[src/rtl/conv1d_pkg.sv]
// Shared encodings and index widths for the third-layer CONV1D RAM sequencer.
package conv1d_pkg;

  localparam int CH_IDX_W  = 4;
  localparam int POS_IDX_W = 8;
  localparam int MAX_CH    = 16;
  localparam int MAX_LEN   = 256;

  typedef enum logic [1:0] {
    IDLE    = 2'd0,
    LOAD    = 2'd1,
    COMPUTE = 2'd2,
    DRAIN   = 2'd3
  } state_t;

  typedef struct packed {
    logic                 valid;
    logic                 first;
    logic                 last;
    logic [POS_IDX_W-1:0] pos;
  } tap_t;

endpackage

[src/rtl/conv1d_idx_counter.sv]
// Two-level nested index counter: inner wraps at inner_max and carries into outer.
module conv1d_idx_counter
  import conv1d_pkg::*;
#(
  parameter int IN_W  = CH_IDX_W,
  parameter int OUT_W = POS_IDX_W
) (
  input  logic             CLK,
  input  logic             RST,
  input  logic             clr,
  input  logic             en,
  input  logic [IN_W-1:0]  inner_max,
  input  logic [OUT_W-1:0] outer_max,
  output logic [IN_W-1:0]  inner,
  output logic [OUT_W-1:0] outer,
  output logic             last
);

  logic [IN_W-1:0]  inner_q, inner_d;
  logic [OUT_W-1:0] outer_q, outer_d;

  always_comb begin
    inner_d = inner_q;
    outer_d = outer_q;
    if (clr) begin
      inner_d = '0;
      outer_d = '0;
    end else if (en) begin
      if (inner_q == inner_max) begin
        inner_d = '0;
        outer_d = (outer_q == outer_max) ? '0 : outer_q + OUT_W'(1);
      end else begin
        inner_d = inner_q + IN_W'(1);
      end
    end
  end

  always_ff @(posedge CLK or posedge RST) begin
    if (RST) begin
      inner_q <= '0;
      outer_q <= '0;
    end else begin
      inner_q <= inner_d;
      outer_q <= outer_d;
    end
  end

  assign inner = inner_q;
  assign outer = outer_q;
  assign last  = (inner_q == inner_max) && (outer_q == outer_max);

endmodule

[src/rtl/conv1d_3rd_ram_ctrl.sv]
// Load/read sequencer for the layer-3 CONV1D data RAM; drives all RAM strobes and tap flags.
//   state   | meaning
//   IDLE    | waiting for start
//   LOAD    | accepting stream, registered RAM writes
//   COMPUTE | one registered read per cycle, channel inner
//   DRAIN   | waiting RD_LAT cycles for the last tap, then done
module conv1d_3rd_ram_ctrl
  import conv1d_pkg::*;
#(
  parameter int Bit_width = 16,
  parameter int RD_LAT    = 1
) (
  input  logic                 CLK,
  input  logic                 RST,
  input  logic                 start,
  input  logic [4:0]           cfg_ch,
  input  logic [8:0]           cfg_len,
  input  logic                 abort,
  input  logic                 in_valid,
  output logic                 in_ready,
  input  logic [Bit_width-1:0] in_data,
  output logic                 Write_Enable,
  output logic [3:0]           Write_Depth,
  output logic [7:0]           Write_Width,
  output logic [Bit_width-1:0] data_in,
  output logic                 Read_Enable,
  output logic [3:0]           Read_Depth,
  output logic [7:0]           Read_Width,
  output logic                 tap_valid,
  output logic                 tap_first_ch,
  output logic                 tap_last_ch,
  output logic [7:0]           tap_pos,
  output logic                 busy,
  output logic                 done
);

  state_t                 state_q, state_d;
  logic [CH_IDX_W-1:0]    ch_max_q, ch_max_d;
  logic [POS_IDX_W-1:0]   len_max_q, len_max_d;
  logic                   wr_en_q, wr_en_d;
  logic [CH_IDX_W-1:0]    wr_depth_q, wr_depth_d;
  logic [POS_IDX_W-1:0]   wr_width_q, wr_width_d;
  logic [Bit_width-1:0]   wr_data_q, wr_data_d;
  logic                   rd_en_q, rd_en_d;
  logic [CH_IDX_W-1:0]    rd_depth_q, rd_depth_d;
  logic [POS_IDX_W-1:0]   rd_width_q, rd_width_d;
  logic                   rd_first_q, rd_first_d;
  logic                   rd_last_q, rd_last_d;
  logic [1:0]             drain_cnt_q, drain_cnt_d;
  logic                   done_q, done_d;
  tap_t                   pipe_q [RD_LAT];
  tap_t                   pipe_d [RD_LAT];

  logic                   wr_inc, rd_inc, wr_clr, rd_clr, wr_last, rd_last_all;
  logic [CH_IDX_W-1:0]    wr_ch, rd_ch;
  logic [POS_IDX_W-1:0]   wr_pos, rd_pos;

  conv1d_idx_counter #(.IN_W(CH_IDX_W), .OUT_W(POS_IDX_W)) u_wr_cnt (
    .CLK(CLK), .RST(RST), .clr(wr_clr), .en(wr_inc),
    .inner_max(ch_max_q), .outer_max(len_max_q),
    .inner(wr_ch), .outer(wr_pos), .last(wr_last)
  );

  conv1d_idx_counter #(.IN_W(CH_IDX_W), .OUT_W(POS_IDX_W)) u_rd_cnt (
    .CLK(CLK), .RST(RST), .clr(rd_clr), .en(rd_inc),
    .inner_max(ch_max_q), .outer_max(len_max_q),
    .inner(rd_ch), .outer(rd_pos), .last(rd_last_all)
  );

  // Counters are zeroed whenever the state they belong to is not (or no longer) active.
  assign wr_clr = (state_d != LOAD);
  assign rd_clr = (state_d != COMPUTE);

  always_comb begin
    state_d     = state_q;
    ch_max_d    = ch_max_q;
    len_max_d   = len_max_q;
    wr_en_d     = 1'b0;
    wr_depth_d  = wr_depth_q;
    wr_width_d  = wr_width_q;
    wr_data_d   = wr_data_q;
    rd_en_d     = 1'b0;
    rd_depth_d  = rd_depth_q;
    rd_width_d  = rd_width_q;
    rd_first_d  = 1'b0;
    rd_last_d   = 1'b0;
    drain_cnt_d = drain_cnt_q;
    done_d      = 1'b0;
    wr_inc      = 1'b0;
    rd_inc      = 1'b0;
    case (state_q)
      IDLE: begin
        if (start) begin
          if (cfg_ch == 5'd0 || cfg_len == 9'd0) begin
            done_d = 1'b1;
          end else begin
            ch_max_d  = cfg_ch[3:0] - 4'd1;
            len_max_d = cfg_len[7:0] - 8'd1;
            state_d   = LOAD;
          end
        end
      end
      LOAD: begin
        if (in_valid) begin
          wr_inc     = 1'b1;
          wr_en_d    = 1'b1;
          wr_depth_d = wr_ch;
          wr_width_d = wr_pos;
          wr_data_d  = in_data;
          if (wr_last) state_d = COMPUTE;
        end
      end
      COMPUTE: begin
        rd_inc     = 1'b1;
        rd_en_d    = 1'b1;
        rd_depth_d = rd_ch;
        rd_width_d = rd_pos;
        rd_first_d = (rd_ch == '0);
        rd_last_d  = (rd_ch == ch_max_q);
        if (rd_last_all) begin
          state_d     = DRAIN;
          drain_cnt_d = 2'(RD_LAT);
        end
      end
      DRAIN: begin
        if (drain_cnt_q == 2'd0) begin
          done_d  = 1'b1;
          state_d = IDLE;
        end else begin
          drain_cnt_d = drain_cnt_q - 2'd1;
        end
      end
      default: state_d = IDLE;
    endcase
    if (abort && state_q != IDLE) begin
      state_d = IDLE;
      wr_en_d = 1'b0;
      rd_en_d = 1'b0;
      done_d  = 1'b0;
      wr_inc  = 1'b0;
      rd_inc  = 1'b0;
    end
  end

  // Tap flags are the issued read sideband delayed to line up with RAM data_out.
  always_comb begin
    pipe_d[0] = '{valid: rd_en_q, first: rd_first_q, last: rd_last_q, pos: rd_width_q};
    for (int k = 1; k < RD_LAT; k++) pipe_d[k] = pipe_q[k-1];
    if (abort && state_q != IDLE) begin
      for (int k = 0; k < RD_LAT; k++) pipe_d[k] = '0;
    end
  end

  always_ff @(posedge CLK or posedge RST) begin
    if (RST) begin
      state_q     <= IDLE;
      ch_max_q    <= '0;
      len_max_q   <= '0;
      wr_en_q     <= 1'b0;
      wr_depth_q  <= '0;
      wr_width_q  <= '0;
      wr_data_q   <= '0;
      rd_en_q     <= 1'b0;
      rd_depth_q  <= '0;
      rd_width_q  <= '0;
      rd_first_q  <= 1'b0;
      rd_last_q   <= 1'b0;
      drain_cnt_q <= '0;
      done_q      <= 1'b0;
      for (int k = 0; k < RD_LAT; k++) pipe_q[k] <= '0;
    end else begin
      state_q     <= state_d;
      ch_max_q    <= ch_max_d;
      len_max_q   <= len_max_d;
      wr_en_q     <= wr_en_d;
      wr_depth_q  <= wr_depth_d;
      wr_width_q  <= wr_width_d;
      wr_data_q   <= wr_data_d;
      rd_en_q     <= rd_en_d;
      rd_depth_q  <= rd_depth_d;
      rd_width_q  <= rd_width_d;
      rd_first_q  <= rd_first_d;
      rd_last_q   <= rd_last_d;
      drain_cnt_q <= drain_cnt_d;
      done_q      <= done_d;
      for (int k = 0; k < RD_LAT; k++) pipe_q[k] <= pipe_d[k];
    end
  end

  assign in_ready     = (state_q == LOAD);
  assign busy         = (state_q != IDLE);
  assign done         = done_q;
  assign Write_Enable = wr_en_q;
  assign Write_Depth  = wr_depth_q;
  assign Write_Width  = wr_width_q;
  assign data_in      = wr_data_q;
  assign Read_Enable  = rd_en_q;
  assign Read_Depth   = rd_depth_q;
  assign Read_Width   = rd_width_q;
  assign tap_valid    = pipe_q[RD_LAT-1].valid;
  assign tap_first_ch = pipe_q[RD_LAT-1].first;
  assign tap_last_ch  = pipe_q[RD_LAT-1].last;
  assign tap_pos      = pipe_q[RD_LAT-1].pos;

endmodule

[config.mk]
export PLATFORM = sky130hd
export DESIGN_NAME = conv1d_3rd_ram_ctrl
export DESIGN_NICKNAME = d
export VERILOG_FILES = /design/src/rtl/conv1d_pkg.sv /design/src/rtl/conv1d_idx_counter.sv /design/src/rtl/conv1d_3rd_ram_ctrl.sv
export SDC_FILE = /design/constraint.sdc
export NUM_CORES = 1
export LEC_CHECK = 0
export ABC_AREA = 1
export CAP_MARGIN = 20
export CORE_ASPECT_RATIO = 0.7
export CORE_MARGIN = 5
export CORE_UTILIZATION = 57
export DETAILED_ROUTE_END_ITERATION = 12
export PLACE_DENSITY_LB_ADDON = 0.1
export SLEW_MARGIN = 10
export SYNTH_ARGS = -nofsm -noshare
export SYNTH_HDL_FRONTEND = slang
export SYNTH_HIERARCHICAL = 1
export SYNTH_SLANG_ARGS = --single-unit
[constraint.sdc]
create_clock -name CLK -period 8.1 [get_ports CLK]
set_input_delay 2.43 -clock CLK [delete_from_list [all_inputs] [get_ports CLK]]
set_output_delay 2.43 -clock CLK [all_outputs]
set_load 0.01 [all_outputs]
# Word level (Yosys, flattened, before mapping)

Index checks and enable logic that the tools add are counted.

Flip-flop bits (word level): 96
Bits in latches: 0
Memory bits (writable): 0
ROM bits: 0
Word-level logic and storage cells: 99
Memories kept: 0

$add $sub $neg: 7
Multipliers: 0
Div/mod/pow operators: 0
$lt $le $gt $ge: 0
Equality and inequality tests: 11
Shift-type cells: 0
Mux-type cells: 38
Bitwise operators: 1
Reduce and logical (&&, ||, !) cells: 20

Operators with widths:

| kind                                              | number |
|---|---|
| two-way mux 8 bit                                 | 8 |
| two-way mux 4 bit                                 | 6 |
| two-way mux 2 bit                                 | 9 |
| adder 8 x 1 -> 8 bit (second input constant)      | 2 |
| == test 8 bit                                     | 2 |
| nonzero test 2 bit                                | 6 |
| two-way mux 1 bit                                 | 11 |
| two-way mux 11 bit                                | 1 |
| zero test 9 bit                                   | 1 |
| adder 4 x 1 -> 4 bit (second input constant)      | 2 |
| == test 4 bit                                     | 2 |
| case mux 2 bit (4 select lines)                   | 1 |
| subtractor 8 x 1 -> 8 bit (second input constant) | 1 |
| != test 2 bit (second input constant)             | 3 |
| AND reduction 2 bit                               | 3 |
| AND reduction 3 bit                               | 2 |
| zero test 5 bit                                   | 1 |
| == test 2 bit (second input constant)             | 2 |
| zero test 2 bit                                   | 2 |
| zero test 4 bit                                   | 1 |
| case mux 2 bit (2 select lines)                   | 1 |
| subtractor 4 x 1 -> 4 bit (second input constant) | 1 |
| logical AND 1 bit                                 | 3 |
| == test 2 x 1 -> 1 bit (second input constant)    | 1 |
| other kinds (5)                                   | 5 |

# Longest topological paths before layout

Gate-level depths: netlist (run 1).

Word-level depth: 9
Depth in mapped cells: 18

# Hierarchy

Netlist (run 1), hierarchy kept.

By module, submodules not included:

| module              | times used | cells each | area an instance (µm²) | sequential area each (µm²) |
|---|---|---|---|---|
| conv1d_3rd_ram_ctrl | 1          | 293        | 3295.7                 | 1801.7 |
| conv1d_idx_counter  | 2          | 146        | 908.4                  | 300.3 |

# Worst setup path before layout (run 1)

OpenSTA, ideal clock, no wires.

Kind: in2reg
From: input port cfg_len[0]
To: register u_rd_cnt.inner_q[2] (netlist: u_rd_cnt/inner[2])
Arrival: 3.841 ns
Required time: 7.980 ns
Setup slack: 4.139 ns
Stages on the path: 13
Buffers on the path: 1
Cell sequence: inv_1 ha_1 nand2_1 nor2_2 nand2_4 nand3_4 buf_12 nand4_1 nor2_1 inv_1 nand2_1 xor2_1 nor2_1

Longest elaborated chain between the ends: 8
Elaborated cells on any way between the ends: 9

RTL lines:

| what                                                           | line                       | source |
|---|---|---|
| from (decl)                                                    | conv1d_3rd_ram_ctrl.sv:17  | `input logic [8:0] cfg_len,` |
| zero test 9 bit *                                              | conv1d_3rd_ram_ctrl.sv:94  | `if (cfg_ch == 5'd0 \|\| cfg_len == 9'd0) begin` |
| logical OR 1 bit *                                             | conv1d_3rd_ram_ctrl.sv:94  |  |
| two-way mux 2 bit *                                            | conv1d_3rd_ram_ctrl.sv:94  |  |
| two-way mux 2 bit *                                            | conv1d_3rd_ram_ctrl.sv:93  | `if (start) begin` |
| case mux 2 bit (4 select lines) *                              | conv1d_3rd_ram_ctrl.sv:91  | `case (state_q)` |
| two-way mux 2 bit *                                            | conv1d_3rd_ram_ctrl.sv:135 | `if (abort && state_q != IDLE) begin` |
| != test 2 bit *                                                | conv1d_3rd_ram_ctrl.sv:72  | `assign rd_clr = (state_d != COMPUTE);` |
| via rd_clr                                                     | conv1d_3rd_ram_ctrl.sv:54  | `logic wr_inc, rd_inc, wr_clr, rd_clr, wr_last, rd_last_all;` |
| two-way mux 4 bit / nonzero test 2 bit (equally long branches) | n/a                        |  |
| to (signal assigned)                                           | conv1d_idx_counter.sv:43   | `inner_q <= inner_d;` |
| to (decl)                                                      | conv1d_idx_counter.sv:19   | `logic [IN_W-1:0] inner_q, inner_d;` |

The timed path passes the listed nets; every way through them passes the cells marked *.
A chain may end at the register's enable or synchronous reset.

# Final worst setup path (run 1)

From: input port cfg_len[0]
To: register u_rd_cnt.outer_q[2] (netlist: u_rd_cnt/outer[2])

Longest elaborated chain between the ends: 9
Elaborated cells on any way between the ends: 11

RTL lines:

| what                                 | line                       | source |
|---|---|---|
| zero test 9 bit *                    | conv1d_3rd_ram_ctrl.sv:94  |  |
| logical OR 1 bit *                   | conv1d_3rd_ram_ctrl.sv:94  |  |
| two-way mux 2 bit *                  | conv1d_3rd_ram_ctrl.sv:94  |  |
| two-way mux 2 bit *                  | conv1d_3rd_ram_ctrl.sv:93  |  |
| case mux 2 bit (4 select lines) *    | conv1d_3rd_ram_ctrl.sv:91  |  |
| two-way mux 2 bit *                  | conv1d_3rd_ram_ctrl.sv:135 |  |
| != test 2 bit *                      | conv1d_3rd_ram_ctrl.sv:72  |  |
| via rd_clr                           | conv1d_3rd_ram_ctrl.sv:54  |  |
| nonzero test 2 bit (no source line)  | n/a                        |  |
| AND reduction 2 bit (no source line) | n/a                        |  |
| to (signal assigned)                 | conv1d_idx_counter.sv:44   | `outer_q <= outer_d;` |
| to (decl)                            | conv1d_idx_counter.sv:20   | `logic [OUT_W-1:0] outer_q, outer_d;` |

Marked as above.

==> qor.yml, run 1 <==
die:
  core_area_um2: 8580
  ios: 91
  std_cell_rows: 28
  die_h_um: 89.2
  die_w_um: 123
  die-area_um2: 11000
  initial_core_util_pct: 59.6
detailed_routing:
  drt_iter0_markers: 297
  avgRoutedWirePerCell_um: 13.8
  vias: 3942
  dr.pass1.iters: 4
  wl_mm: 11.0
  ant_nets: 0
  via_per_inst: 4.93
  drc: 0
power_and_ir_drop:
  pwr-share-clk_pct: 25.3
  p_leak_nw: 3.16
  swShare_pct: 35.8
  finalPower_mw: 1.72
  peakVddDrop_uv: 187
  power_density_nw_per_um2: 270
  p_seq_share_pct: 39.3
  p_int_mw: 1.10
  power.switching_uw: 614
  comb_power_share_pct: 35.5
setup_path:
  critical_path.cell_chain: "clkdlybuf4s50_1, inv_1, ha_1, nand2_1, nor2_2, nand2_4, nand3_4, nand4_1, inv_1, o21ai_2, inv_1, nand2_1, nand2_1"
  cpPeakStageDelay_ns: 0.50
  cp-start-kind: "input pin"
  worstPathRequired_ns: 8.34
  cp_slowest_cell: "clkdlybuf4s50_1"
  critPathKind: "input pin to flip-flop"
  cp-end-kind: "flip-flop"
  critPathMaxFanout: 26
  worst-endpoint-arrival_ns: 4.90
outcome:
  status: "finished clean"
global_route:
  grt_pass1_wl_mm: 18.9
  grt_overflow: 0
  first_global_vias: 3897
  grt_max_degree: 48
  grtUsageTotal_pct: 22.0
  antenna_found_initial: 0
yosys:
  syn_nets: 633
  yosys_warnings: 6
  synthArstFlopShare_pct: 100
  netlist_area_um2: 5110
  yosysSeqAreaShare_pct: 47.0
  synth_seq_cells: 96
  syn_avg_cell_area_um2: 8.74
  synth_cells: 585
  synth.distinct_cells: 33
  synth-edff-count: 0
  synthFlopType: "dfrtp_1"
flow_run:
  drv_cap: 0
cts:
  cts_resized: 0
  clock_path_buffers: 2
  cts.sinks: 96
  post-cts-setup-buffers: 0
  cts_htree_levels: 3
  insertion_delay_ns: 0.35
  cts_buffers: 9
  cts-hold-fix-buffers: 0
  path_clk_slew_ns: 0.07
  cts_tree: "yes"
  root_buffer: "clkbuf_16"
sta:
  worst_pin_slew_ns: 0.740
  min_period_ns: 4.66
  slew_headroom_pct: 50.7
  holdWs_ns: 0.473
  maxSlewViolCount: 0
  finalCritPeriodShare_pct: 57.5
  rsz0062_at_grt: "no"
  clock-skew-final_ns: 0.00920
  fmax_mhz: 215
  hold_viol: 0
  fin_tns_setup_ns: 0
  setup_violations: 0
final_layout:
  antenna_cells: 0
  utilization_pct: 74.1
  num-nets-final: 723
  drive_gt1_share_pct: 12.4
  nFillCells: 660
  syn2layout_area_growth_pct: 24.5
placement:
  io_buffers: 90
  globalplace.congestion: 0.847
  dp_hpwl_mm: 8.25
worst_hold_path:
  hp-class: "flip-flop to flip-flop"
## power groups by stage
stage                     combinational (mW)  clock, mW  sequential (mW)
after global routing                   0.674      0.465            0.688
after global placement                 0.588          0            0.675
final                                  0.608      0.434            0.673
after floorplan                        0.401          0            0.680
after CTS                              0.612      0.441            0.673
after detailed placement               0.606          0            0.681
## metal layers
metal	share of wire [%]	global-route usage, %
met5	0	0
met4	1.1	6.03
met3	5.1	5.19
met2	47	35.4
met1	47	30.4
## state kept, by name (all words and copies together), names as in the netlist, 2 cells and up
name / flops
u_wr_cnt/inner: 4
Read_Depth: 4
Write_Width: 8
u_rd_cnt/inner: 4
drain_cnt_q: 2
tap_pos: 8
u_wr_cnt/outer: 8
ch_max_q: 4
Read_Width: 8
data_in: 16
state_q: 2
Write_Depth: 4
u_rd_cnt/outer: 8
len_max_q: 8
## cells in the mapped netlist (all sizes together), types with 2 or more instances
cell type	number	share of area (%)
nand4	4	0.49
nand3	36	3.9
ha	13	3.2
nand2	178	15
nor2	61	5.3
inv	90	6.6
xor2	15	2.6
mux2	28	6.8
nor3	3	0.29
o21ai	31	4.1
o31ai	2	0.29
xnor2	8	1.4
dfrtp	96	47
or2	2	0.24
a21oi	3	0.37
buf	13	2.3
## path summary, 6_finish.rpt
path	from	end	slack (ns)	depth (start not counted)
setup / recovery	cfg_len[0]	u_rd_cnt/outer[2]$_DFFE_PP0P_	3.44	13
hold / removal	rd_last_q$_DFF_PP0_	tap_last_ch$_DFF_PP0_	0.47	2
setup reg to reg	state_q[0]$_DFF_PP0_	u_wr_cnt/outer[0]$_DFFE_PP0P_	5.28	13
hold reg to reg	rd_last_q$_DFF_PP0_	tap_last_ch$_DFF_PP0_	0.47	2
max in group asynchronous	RST	ch_max_q[0]$_DFFE_PP0P_	4.55	3
min in group asynchronous	RST	u_wr_cnt/outer[3]$_DFFE_PP0P_	2.51	2
## critical path: cells and delay by family
family,cells,cell delay (ns)
buffers and inverters,4,0.95
AO/OA/AOI/OAI,1,0.19
AND/OR/NAND/NOR,7,1.11
adder cells (fa/ha/maj),1,0.20
## cell families after synthesis
| group | synth area share (%) |
|---|---|
| adder cells (fa/ha/maj) | 3.18 |
| multiplexers | 6.83 |
| AO/OA/AOI/OAI | 4.72 |
| AND/OR/NAND/NOR | 25.3 |
| flip-flops | 47.0 |
| XOR/XNOR | 3.94 |
| buffers and inverters | 9.06 |
## placed cells by master (no fill, tap or decap), drive strengths merged
cell type	Yosys	final
xnor2	8	8
nand3	36	36
ha	13	13
or2	2	2
clkinv	1	4
nor3	3	3
dfrtp	96	96
bufinv	0	1
o31ai	2	2
clkdlybuf4s50	0	90
o21ai	31	31
clkbuf	0	9
a21oi	3	3
nand2	178	178
inv	90	92
buf	13	2
nor2	61	61
clkinvlp	0	1
xor2	15	15
mux2	28	28
nand3b	1	1
nand4	4	4
## layout make-up
class / instances / area (um^2) / area share [%]
clock buffer: 9 / 225 / 3.54
clock inverter: 7 / 80.1 / 1.26
inverter: 91 / 343 / 5.39
multi-input combinational: 385 / 2250 / 35.3
sequential: 96 / 2400 / 37.8
tap: 120 / 150 / 2.36
timing repair buffer: 92 / 916 / 14.4
## metrics by stage
step | setup WS [ns] | cell area (um^2) | std cells
global placement | 3.22 | 6060 | 784
CTS | 3.44 | 6360 | 800
detailed placement | 3.09 | 6060 | 784
finish | 3.44 | 6360 | 800
floorplan | 3.85 | 5110 | 585
global route | 3.22 | 6360 | 800
(Power assumes the default switching activity.)
==> run 2, diff against run 1 <==
Settings changed: CORE_UTILIZATION 57 to 53.
Clock period 8.1 ns to 4.35 ns, I/O delays scaled along.
==> qor.yml, run 2 (same netlist as run 1, synthesis figures left out) <==
outcome:
  status: "finished clean"
cts:
  cts_resized: 0
  cts-hold-fix-buffers: 0
  cts_htree_levels: 3
  cts_tree: "yes"
  insertion_delay_ns: 0.35
  cts.sinks: 96
  path_clk_slew_ns: 0.07
  cts_buffers: 9
  post-cts-setup-buffers: 0
  clock_path_buffers: 2
  root_buffer: "clkbuf_16"
setup_path:
  cp_slowest_cell: "clkdlybuf4s50_1"
  crit_family: "buffers and inverters"
  critical_path.cell_chain: "clkdlybuf4s50_1, inv_1, ha_1, nand2_1, nor2_2, nand2_4, nand3_4, nand4_1, inv_1, o21ai_2, inv_1, nand2_1, nand2_1"
  cpPeakStageDelay_ns: 0.50
  cp-start-kind: "input pin"
  worst-endpoint-arrival_ns: 3.34
  path_buf_inv: 4
  worstPathRequired_ns: 4.59
  critPathMaxFanout: 11
  cp-end-kind: "flip-flop"
  critPathKind: "input pin to flip-flop"
die:
  die_w_um: 127
  core_area_um2: 9570
  initial_core_util_pct: 53.4
  die_h_um: 92.2
  std_cell_rows: 30
  ios: 91
  die-area_um2: 11700
global_route:
  first_global_vias: 3939
  grtUsageTotal_pct: 19.4
  grt_overflow: 0
  grt_pass1_wl_mm: 18.2
  grt_max_degree: 43
  antenna_found_initial: 0
detailed_routing:
  avgRoutedWirePerCell_um: 13.2
  via_per_inst: 4.83
  drt_iter0_markers: 238
  wl_mm: 10.7
  dr.pass1.iters: 5
  ant_nets: 0
  drc: 0
  vias: 3908
sta:
  slew_headroom_pct: 48.7
  fmax_mhz: 323
  maxSlewViolCount: 0
  hold_viol: 0
  worst_pin_slew_ns: 0.770
  rsz0062_at_grt: "no"
  setup_violations: 0
  min_period_ns: 3.10
  clock-skew-final_ns: 0.00735
  fin_tns_setup_ns: 0
  finalCritPeriodShare_pct: 71.3
final_layout:
  final_cell_mix: "nand2_1 (161), dfrtp_1 (96), clkdlybuf4s50_1 (90)"
  syn2layout_area_growth_pct: 25.7
  final_common_cell: "nand2_1"
  utilization_pct: 67.1
  largest_reg_flops: 16
  num-nets-final: 724
  drive_gt1_share_pct: 12.5
  antenna_cells: 0
power_and_ir_drop:
  power_density_nw_per_um2: 508
  peakVddDrop_uv: 272
  finalPower_mw: 3.26
  p_leak_nw: 3.19
placement:
  io_buffers: 90
  dp_hpwl_mm: 8.13
  globalplace.congestion: 0.873
worst_hold_path:
  hp-class: "flip-flop to flip-flop"
flow_run:
  drv_cap: 0
==> run 2: cell count changes in the layout (fill, tap and decap cells not counted), sizes merged <==
cell	change
clkinvlp	-1
clkinv	-2
bufinv	+1
inv	+1
buf	+1
clkbuf	+1
==> run 2: path summary, 6_finish.rpt <==
| path | start | endpoint | slack (ns) | cells after the start |
|---|---|---|---|---|
| hold reg to reg | rd_first_q$_DFF_PP0_ | tap_first_ch$_DFF_PP0_ | 0.47 | 2 |
| max in group asynchronous | RST | drain_cnt_q[0]$_DFFE_PP0P_ | 2.26 | 3 |
| hold / removal | rd_first_q$_DFF_PP0_ | tap_first_ch$_DFF_PP0_ | 0.47 | 2 |
| setup reg to reg | len_max_q[7]$_DFFE_PP0P_ | u_rd_cnt/inner[2]$_DFFE_PP0P_ | 1.33 | 14 |
| setup / recovery | cfg_len[0] | u_rd_cnt/outer[1]$_DFFE_PP0P_ | 1.25 | 13 |
| min in group asynchronous | RST | u_wr_cnt/outer[2]$_DFFE_PP0P_ | 1.35 | 2 |
==> run 2: worst min-delay path, stage by stage, from the launching register on <==
cell and delay (ns):
dfrtp_1 0.36, inv_1 0.05, nor2_1 0.03
==> run 2: per-layer routing <==
layer	up-vias	share of wire, %	wire (um)	track usage (%)
met3	16	7.0	753	6.00
met5	-	0	0	0
li1	1980	-	-	-
met4	0	1.2	132	5.09
met2	87	45	4840	30.5
met1	1825	47	4990	26.1
==> run 2: stage by stage <==
step / hold WS [ns] / instances / setup slack, ns / area, um^2
6_report: 0.466 / 809 / 1.25 / 6420
5_1_grt: 0.496 / 809 / 1.02 / 6420
4_1_cts: 0.470 / 809 / 1.25 / 6420
3_5_place_dp: 0.458 / 793 / 0.891 / 6090
3_3_place_gp: 0.460 / 793 / 0.981 / 6090
2_1_floorplan: 0.448 / 585 / 1.22 / 5110
==> run 2: final cells by class <==
type	count	area (um^2)
fill	783	3150
sequential	96	2400
multi-input combinational	385	2250
timing repair buffer	93	936
inverter	91	343
clock buffer	10	239
tap	128	160
clock inverter	6	97.6
==> run 2: where the power goes <==
part | switching [mW] | internal [mW]
logic | 0.584 | 0.542
registers | 0.198 | 1.06
clock network | 0.352 | 0.528
total | 1.13 | 2.13
